[config.mk]
export PLATFORM = sky130hd
export DESIGN_NAME = flash_resp_framer
export DESIGN_NICKNAME = d
export VERILOG_FILES = /design/src/rtl/flash_resp_framer_pkg.sv /design/src/rtl/resp_fifo.sv /design/src/rtl/flash_resp_framer.sv
export SDC_FILE = /design/constraint.sdc
export NUM_CORES = 1
export LEC_CHECK = 0
export ABC_AREA = 1
export CORE_MARGIN = 3
export CORE_UTILIZATION = 50
export DETAILED_ROUTE_END_ITERATION = 10
export DONT_BUFFER_PORTS = 1
export PLACE_DENSITY = 0.69
export SYNTH_ARGS = -nofsm -noshare
export SYNTH_HDL_FRONTEND = slang
export SYNTH_HIERARCHICAL = 1
export SYNTH_SLANG_ARGS = --single-unit
[constraint.sdc]
create_clock -name clk -period 3.16 [get_ports clk]
set_clock_uncertainty 0.15 [all_clocks]
set_input_delay 0.316 -clock clk [delete_from_list [all_inputs] [get_ports clk]]
set_output_delay 0.316 -clock clk [all_outputs]
set_load 0.005 [all_outputs]
[src/rtl/flash_resp_framer_pkg.sv]
`default_nettype none
// ============================================================================
// Package : flash_resp_framer_pkg
// Shared states and byte constants for the flash response framer.
// Revision: 1.0
// ============================================================================
package flash_resp_framer_pkg;

    typedef enum logic [2:0] {
        IDLE = 3'd0,
        HDR  = 3'd1,
        TYPE = 3'd2,
        LEN  = 3'd3,
        PAY  = 3'd4,
        CSUM = 3'd5
    } state_t;

    localparam logic [7:0] HDR_BYTE_DEFAULT = 8'hA5;
    localparam logic [7:0] PAD_BYTE         = 8'hFF;
    localparam logic [7:0] STATUS_LEN       = 8'd2;

endpackage
`default_nettype wire

[src/rtl/resp_fifo.sv]
`default_nettype none
// ============================================================================
// Module  : resp_fifo
// Synchronous show-ahead byte FIFO; dout always shows the oldest entry.
// Revision: 1.0
// ============================================================================
module resp_fifo #(
    parameter int DEPTH = 16
) (
    input  logic       clk,
    input  logic       rst,
    input  logic       push,
    input  logic [7:0] din,
    input  logic       pop,
    output logic [7:0] dout,
    output logic       empty,
    output logic       full
);
    localparam int AW = $clog2(DEPTH);

    logic [7:0]  mem_q [DEPTH];
    logic [AW:0] wr_ptr_q;
    logic [AW:0] rd_ptr_q;
    logic        w_do_push;
    logic        w_do_pop;

    // Extra pointer MSB distinguishes full from empty when the indices match.
    assign empty     = (wr_ptr_q == rd_ptr_q);
    assign full      = (wr_ptr_q[AW] != rd_ptr_q[AW]) &&
                       (wr_ptr_q[AW-1:0] == rd_ptr_q[AW-1:0]);
    assign w_do_push = push && !full;
    assign w_do_pop  = pop && !empty;
    assign dout      = mem_q[rd_ptr_q[AW-1:0]];

    always_ff @(posedge clk) begin
        if (rst) begin
            wr_ptr_q <= '0;
            rd_ptr_q <= '0;
        end else begin
            if (w_do_push) begin
                wr_ptr_q <= wr_ptr_q + 1'b1;
            end
            if (w_do_pop) begin
                rd_ptr_q <= rd_ptr_q + 1'b1;
            end
        end
    end

    always_ff @(posedge clk) begin
        if (w_do_push) begin
            mem_q[wr_ptr_q[AW-1:0]] <= din;
        end
    end

endmodule
`default_nettype wire

[src/rtl/flash_resp_framer.sv]
`default_nettype none
// ============================================================================
// Module  : flash_resp_framer
// Frames flash read data or status into HDR/TYPE/LEN/payload/CSUM bytes.
// Revision: 1.0
// ============================================================================
module flash_resp_framer
    import flash_resp_framer_pkg::*;
#(
    parameter int         FIFO_DEPTH  = 16,
    parameter logic [7:0] HDR_BYTE    = HDR_BYTE_DEFAULT,
    parameter int         TIMEOUT_CYC = 50000
) (
    input  logic        clk,
    input  logic        rst,
    input  logic        resp_start,
    input  logic [4:0]  resp_type,
    input  logic [7:0]  resp_len,
    input  logic        resp_is_status,
    input  logic [15:0] status_reg,
    input  logic [7:0]  din,
    input  logic        din_valid,
    output logic [7:0]  tx_data,
    output logic        tx_valid,
    input  logic        tx_ready,
    output logic        busy,
    output logic        frame_done,
    output logic        err_ovf,
    output logic        err_tmo
);
    localparam int TMO_W = $clog2(TIMEOUT_CYC + 1);

    state_t             state_q, state_d;
    logic [7:0]         tx_data_q, tx_data_d;
    logic               tx_valid_q, tx_valid_d;
    logic [4:0]         type_q, type_d;
    logic [7:0]         len_q, len_d;
    logic               is_status_q, is_status_d;
    logic [15:0]        status_q, status_d;
    logic [7:0]         rem_q, rem_d;
    logic [7:0]         csum_q, csum_d;
    logic [TMO_W-1:0]   tmo_q, tmo_d;
    logic               frame_done_q, frame_done_d;
    logic               err_ovf_q, err_ovf_d;
    logic               err_tmo_q, err_tmo_d;

    logic               w_xfer;
    logic [7:0]         w_csum_next;
    logic               w_fifo_pop;
    logic [7:0]         w_fifo_dout;
    logic               w_fifo_empty;
    logic               w_fifo_full;

    resp_fifo #(
        .DEPTH (FIFO_DEPTH)
    ) u_fifo (
        .clk   (clk),
        .rst   (rst),
        .push  (din_valid),
        .din   (din),
        .pop   (w_fifo_pop),
        .dout  (w_fifo_dout),
        .empty (w_fifo_empty),
        .full  (w_fifo_full)
    );

    assign w_xfer      = tx_valid_q && tx_ready;
    assign w_csum_next = csum_q + tx_data_q;

    always_comb begin
        state_d      = state_q;
        tx_data_d    = tx_data_q;
        tx_valid_d   = tx_valid_q;
        type_d       = type_q;
        len_d        = len_q;
        is_status_d  = is_status_q;
        status_d     = status_q;
        rem_d        = rem_q;
        csum_d       = csum_q;
        tmo_d        = tmo_q;
        frame_done_d = 1'b0;
        err_ovf_d    = err_ovf_q || (din_valid && w_fifo_full);
        err_tmo_d    = err_tmo_q;
        w_fifo_pop   = 1'b0;

        case (state_q)
            IDLE: begin
                if (resp_start) begin
                    state_d     = HDR;
                    tx_data_d   = HDR_BYTE;
                    tx_valid_d  = 1'b1;
                    type_d      = resp_type;
                    len_d       = resp_is_status ? STATUS_LEN : resp_len;
                    is_status_d = resp_is_status;
                    status_d    = status_reg;
                    csum_d      = 8'd0;
                    tmo_d       = '0;
                end
            end
            HDR: begin
                if (w_xfer) begin
                    state_d   = TYPE;
                    tx_data_d = {3'b000, type_q};
                end
            end
            TYPE: begin
                if (w_xfer) begin
                    state_d   = LEN;
                    tx_data_d = len_q;
                    csum_d    = w_csum_next;
                    rem_d     = len_q;
                end
            end
            LEN: begin
                if (w_xfer) begin
                    csum_d = w_csum_next;
                    tmo_d  = '0;
                    if (len_q == 8'd0) begin
                        state_d   = CSUM;
                        tx_data_d = w_csum_next;
                    end else begin
                        state_d = PAY;
                        if (is_status_q) begin
                            tx_data_d = status_q[15:8];
                        end else if (!w_fifo_empty) begin
                            tx_data_d  = w_fifo_dout;
                            w_fifo_pop = 1'b1;
                        end else begin
                            tx_valid_d = 1'b0;
                        end
                    end
                end
            end
            PAY: begin
                if (w_xfer) begin
                    csum_d = w_csum_next;
                    rem_d  = rem_q - 8'd1;
                    tmo_d  = '0;
                    if (rem_q == 8'd1) begin
                        state_d   = CSUM;
                        tx_data_d = w_csum_next;
                    end else if (is_status_q) begin
                        tx_data_d = status_q[7:0];
                    end else if (!w_fifo_empty) begin
                        tx_data_d  = w_fifo_dout;
                        w_fifo_pop = 1'b1;
                    end else begin
                        tx_valid_d = 1'b0;
                    end
                end else if (!tx_valid_q) begin
                    // Output slot is empty: waiting on flash data for a data frame.
                    if (!w_fifo_empty) begin
                        tx_data_d  = w_fifo_dout;
                        tx_valid_d = 1'b1;
                        w_fifo_pop = 1'b1;
                        tmo_d      = '0;
                    end else if (tmo_q == TMO_W'(TIMEOUT_CYC - 1)) begin
                        tx_data_d  = PAD_BYTE;
                        tx_valid_d = 1'b1;
                        err_tmo_d  = 1'b1;
                        tmo_d      = '0;
                    end else begin
                        tmo_d = tmo_q + TMO_W'(1);
                    end
                end
            end
            CSUM: begin
                if (w_xfer) begin
                    state_d      = IDLE;
                    tx_valid_d   = 1'b0;
                    frame_done_d = 1'b1;
                end
            end
            default: begin
                state_d    = IDLE;
                tx_valid_d = 1'b0;
            end
        endcase
    end

    always_ff @(posedge clk) begin
        if (rst) begin
            state_q      <= IDLE;
            tx_data_q    <= 8'd0;
            tx_valid_q   <= 1'b0;
            type_q       <= 5'd0;
            len_q        <= 8'd0;
            is_status_q  <= 1'b0;
            status_q     <= 16'd0;
            rem_q        <= 8'd0;
            csum_q       <= 8'd0;
            tmo_q        <= '0;
            frame_done_q <= 1'b0;
            err_ovf_q    <= 1'b0;
            err_tmo_q    <= 1'b0;
        end else begin
            state_q      <= state_d;
            tx_data_q    <= tx_data_d;
            tx_valid_q   <= tx_valid_d;
            type_q       <= type_d;
            len_q        <= len_d;
            is_status_q  <= is_status_d;
            status_q     <= status_d;
            rem_q        <= rem_d;
            csum_q       <= csum_d;
            tmo_q        <= tmo_d;
            frame_done_q <= frame_done_d;
            err_ovf_q    <= err_ovf_d;
            err_tmo_q    <= err_tmo_d;
        end
    end

    assign tx_data    = tx_data_q;
    assign tx_valid   = tx_valid_q;
    assign busy       = (state_q != IDLE);
    assign frame_done = frame_done_q;
    assign err_ovf    = err_ovf_q;
    assign err_tmo    = err_tmo_q;

endmodule
`default_nettype wire

==> results.md <==
- Worst-skew pair later-pin latency: roughly 520 ps
- Cell Area, Placed: roughly 11,000 µm²
- Status: complete, no violations
- Register area share after synthesis: 53.6%
- Setup tns final: 0 ps
- Via density: approximately 5.6
- Mapped cell area: approximately 11,000 µm²
- Port Buffers: 0
- Clock buffer count from CTS: 24
- Post-Syn Area per Cell: about 8.6 µm²
- HP Class: input port to register
- Detail Route Antenna Nets: 0
- RePlAce Congestion: 0.928
- Remaining DRCs: 0
- Wire length per cell: roughly 17 µm
- Max FO, Critical Path: 29
- Vias: about 8,800
- Detailed Routing Iterations Pass 1: 6
- Initial core utilization: around half
- H-tree Lvls: 1
- Nets: ~1,300
- Die width: around 150 µm
- Post-synth top area cell: edfxtp_1
- Fillers: between 1,500 and 2,000
- Final design area excluding fillers: ~12,000 µm²
- Final period utilization: between 90% and 100%
- Clock Path Buffers: 3
- Core area: between 20,000 and 25,000 µm²
- Count of cell types in the netlist: 47
- Total wire length: approximately 27,000 µm
- # setup viols final: 0
- Static Leak: around 0.0047 µW
- Post-synthesis cell count: approximately 1,200
- Syn nets: between 1,000 and 1,500
- Final worst-path setup slack: 237 ps
- RSZ-0062 raised after global routing: no
- Total gr overflow: 0
- DP Worst Slack: just over 500 ps
- Antenna violations before repair: 1
- Worst-path clk slew: roughly 60 ps
- Setup CP Type: register to register
- Fraction of layout cells with a size suffix above 1: 8.56%
- Top cells by area, synth: edfxtp_1 (36%), dfxtp_1 (17%), nand2_1 (8.4%)
- Final Hold Fails: 0
- Period minus WS final: roughly 2900 ps
- Vias in the first global route: roughly 8,000
- Io pins: 56
- Post-synth EDFFs: 128
- Req. time, crit path: 3470 ps
- Top-area cell type share of the netlist area: a little over a third
- Total power: roughly 8000 µW
- DR iter-0 viols: slightly above 800
- Top cells by count, synth: nand2_1 (237), inv_1 (151), edfxtp_1 (128)
- Pwr Density: between 600 and 700 nW/µm²
- Layout area overhead: 15.7%
- YS warnings: 6
- Final Slew Violations: 0
- First-pass GRT wire length: 43,200 µm
- Row cnt: 52
- CTS tree: done
- #FFs+latches synth: ~220
- Setup Buffers After CTS: 0
- Post-CTS sizing: 0
- Half-perimeter wire length after placement: around 18,000 µm
- Crit. End Element: register
- # clock sinks: ~220
- Worst slew pin tran: roughly 1300 ps
- Max IR drop VDD: 694 µV
- Maxcap violations: 0
- Startpoint types: register
- Slew headroom: approximately 16%
- Total track usage: 23.9%
- Async S/R FF share, synth: 0%
- Arr. time, crit path: between 3000 and 4000 ps
- Largest net degree at the start of global routing: 56
- Top-count cell post-synth: nand2_1
- Die area: ~23,000 µm²
- Peak Freq: 342 MHz
- Root buffer cell: clkbuf_16
- Prevailing post-synth register cell: edfxtp_1
- Die Span Y: ~150 µm
sequential cells by signal, indices dropped and copies added, names as in the netlist, named ones only:
signal           cells
tmo_q               16
type_q               5
status_q            16
frame_done           1
state_q              3
err_ovf              1
csum_q               8
is_status_q          1
tx_valid             1
len_q                8
err_tmo              1
tx_data              8
u_fifo/mem_q       128
u_fifo/wr_ptr_q      5
u_fifo/rd_ptr_q      5
rem_q                8
logic make-up after synthesis:
logic type | share of synthesized area (%)
flip-flops | 53.6
AND/OR/NAND/NOR | 21.9
AO/OA/AOI/OAI | 13.8
adder cells (fa/ha/maj) | 1.96
XOR/XNOR | 0.829
buffers and inverters | 7.99
placed cells by master, fill, tap and decap left out, drive strengths merged:
cell type | synthesis | final
nand2 | 246 | 246
inv | 159 | 159
nor2 | 137 | 137
edfxtp | 128 | 128
a21oi | 113 | 113
nand3 | 112 | 112
dfxtp | 91 | 91
o21ai | 79 | 79
dlygate4sd3 | 0 | 55
o211ai | 40 | 40
clkbuf | 25 | 37
buf | 23 | 26
nor3 | 17 | 17
ha | 15 | 15
clkinv | 2 | 8
a22oi | 7 | 7
xor2 | 6 | 6
a211oi | 6 | 6
xnor2 | 4 | 4
o21bai | 3 | 3
nand3b | 3 | 3
nand4 | 2 | 2
or2 | 2 | 2
nor4 | 2 | 2
a31oi | 2 | 2
o221ai | 2 | 2
diode | 0 | 1
and2 | 1 | 1
nor3b | 1 | 1
o22ai | 1 | 1
o21a | 1 | 1
fa | 1 | 1
bufinv | 0 | 1
metrics by stage:
step                hold slack, ps  util [%]  instances
detailed placement             245      53.1       1478
CTS                           26.3      59.7       1578
floorplan                      265         -       1231
finish                        43.1      59.7       1579
global placement               242      53.1       1478
global route                  72.9      59.7       1579
final timing paths:
path	start	end	slack (ps)	cells after the start
worst max-delay path	state_q[0]$_SDFFE_PP0P_	len_q[2]$_SDFFE_PP0P_	240	8
worst min-delay path	din_valid	u_fifo/wr_ptr_q[2]$_SDFFE_PP0P_	40	4
worst max register to register	state_q[0]$_SDFFE_PP0P_	len_q[2]$_SDFFE_PP0P_	240	8
worst min register to register	status_q[7]$_SDFFE_PP0P_	status_q[7]$_SDFFE_PP0P_	310	2
cell type report:
| cell class | count | area, µm² | share of cell area [%] |
|---|---|---|---|
| antenna | 1 | 2.50 | 0.0205 |
| multi-input combinational | 803 | 4060 | 33.2 |
| clock inverter | 7 | 70.1 | 0.573 |
| tap | 270 | 338 | 2.76 |
| inverter | 161 | 607 | 4.96 |
| clock buffer | 37 | 699 | 5.72 |
| sequential | 219 | 5670 | 46.4 |
| timing repair buffer | 81 | 783 | 6.40 |
what timing repair did:
item,CTS,global route
setup endpoints to repair,0,0
endpoints found under the hold margin,187,0
hold buffers,56,0
power breakdown:
group          internal (µW)  switching, µW  leakage (µW)
clock network           1600           1100      0.000379
registers               3190            192       0.00190
logic                    598           1270       0.00246
total                   5390           2560       0.00474
critical path, stage by stage, from the launching register on:
cell and delay [ps]:
dfxtp_1 420, nor2_4 230, nand2_1 190, inv_2 240
nand2_2 330, nor2_2 450, a22oi_1 150, dlygate4sd3_1 610
nor2_1 100
metal layers:
layer / track usage, % / up-vias / wire length [µm]
met5: 0 / - / 0
met4: 8.48 / 0 / 887
met3: 3.74 / 67 / 2260
met2: 35.8 / 392 / 11900
met1: 35.4 / 4064 / 12000
li1: - / 4249 / -
No activity file was read; power rests on OpenSTA's default activity.
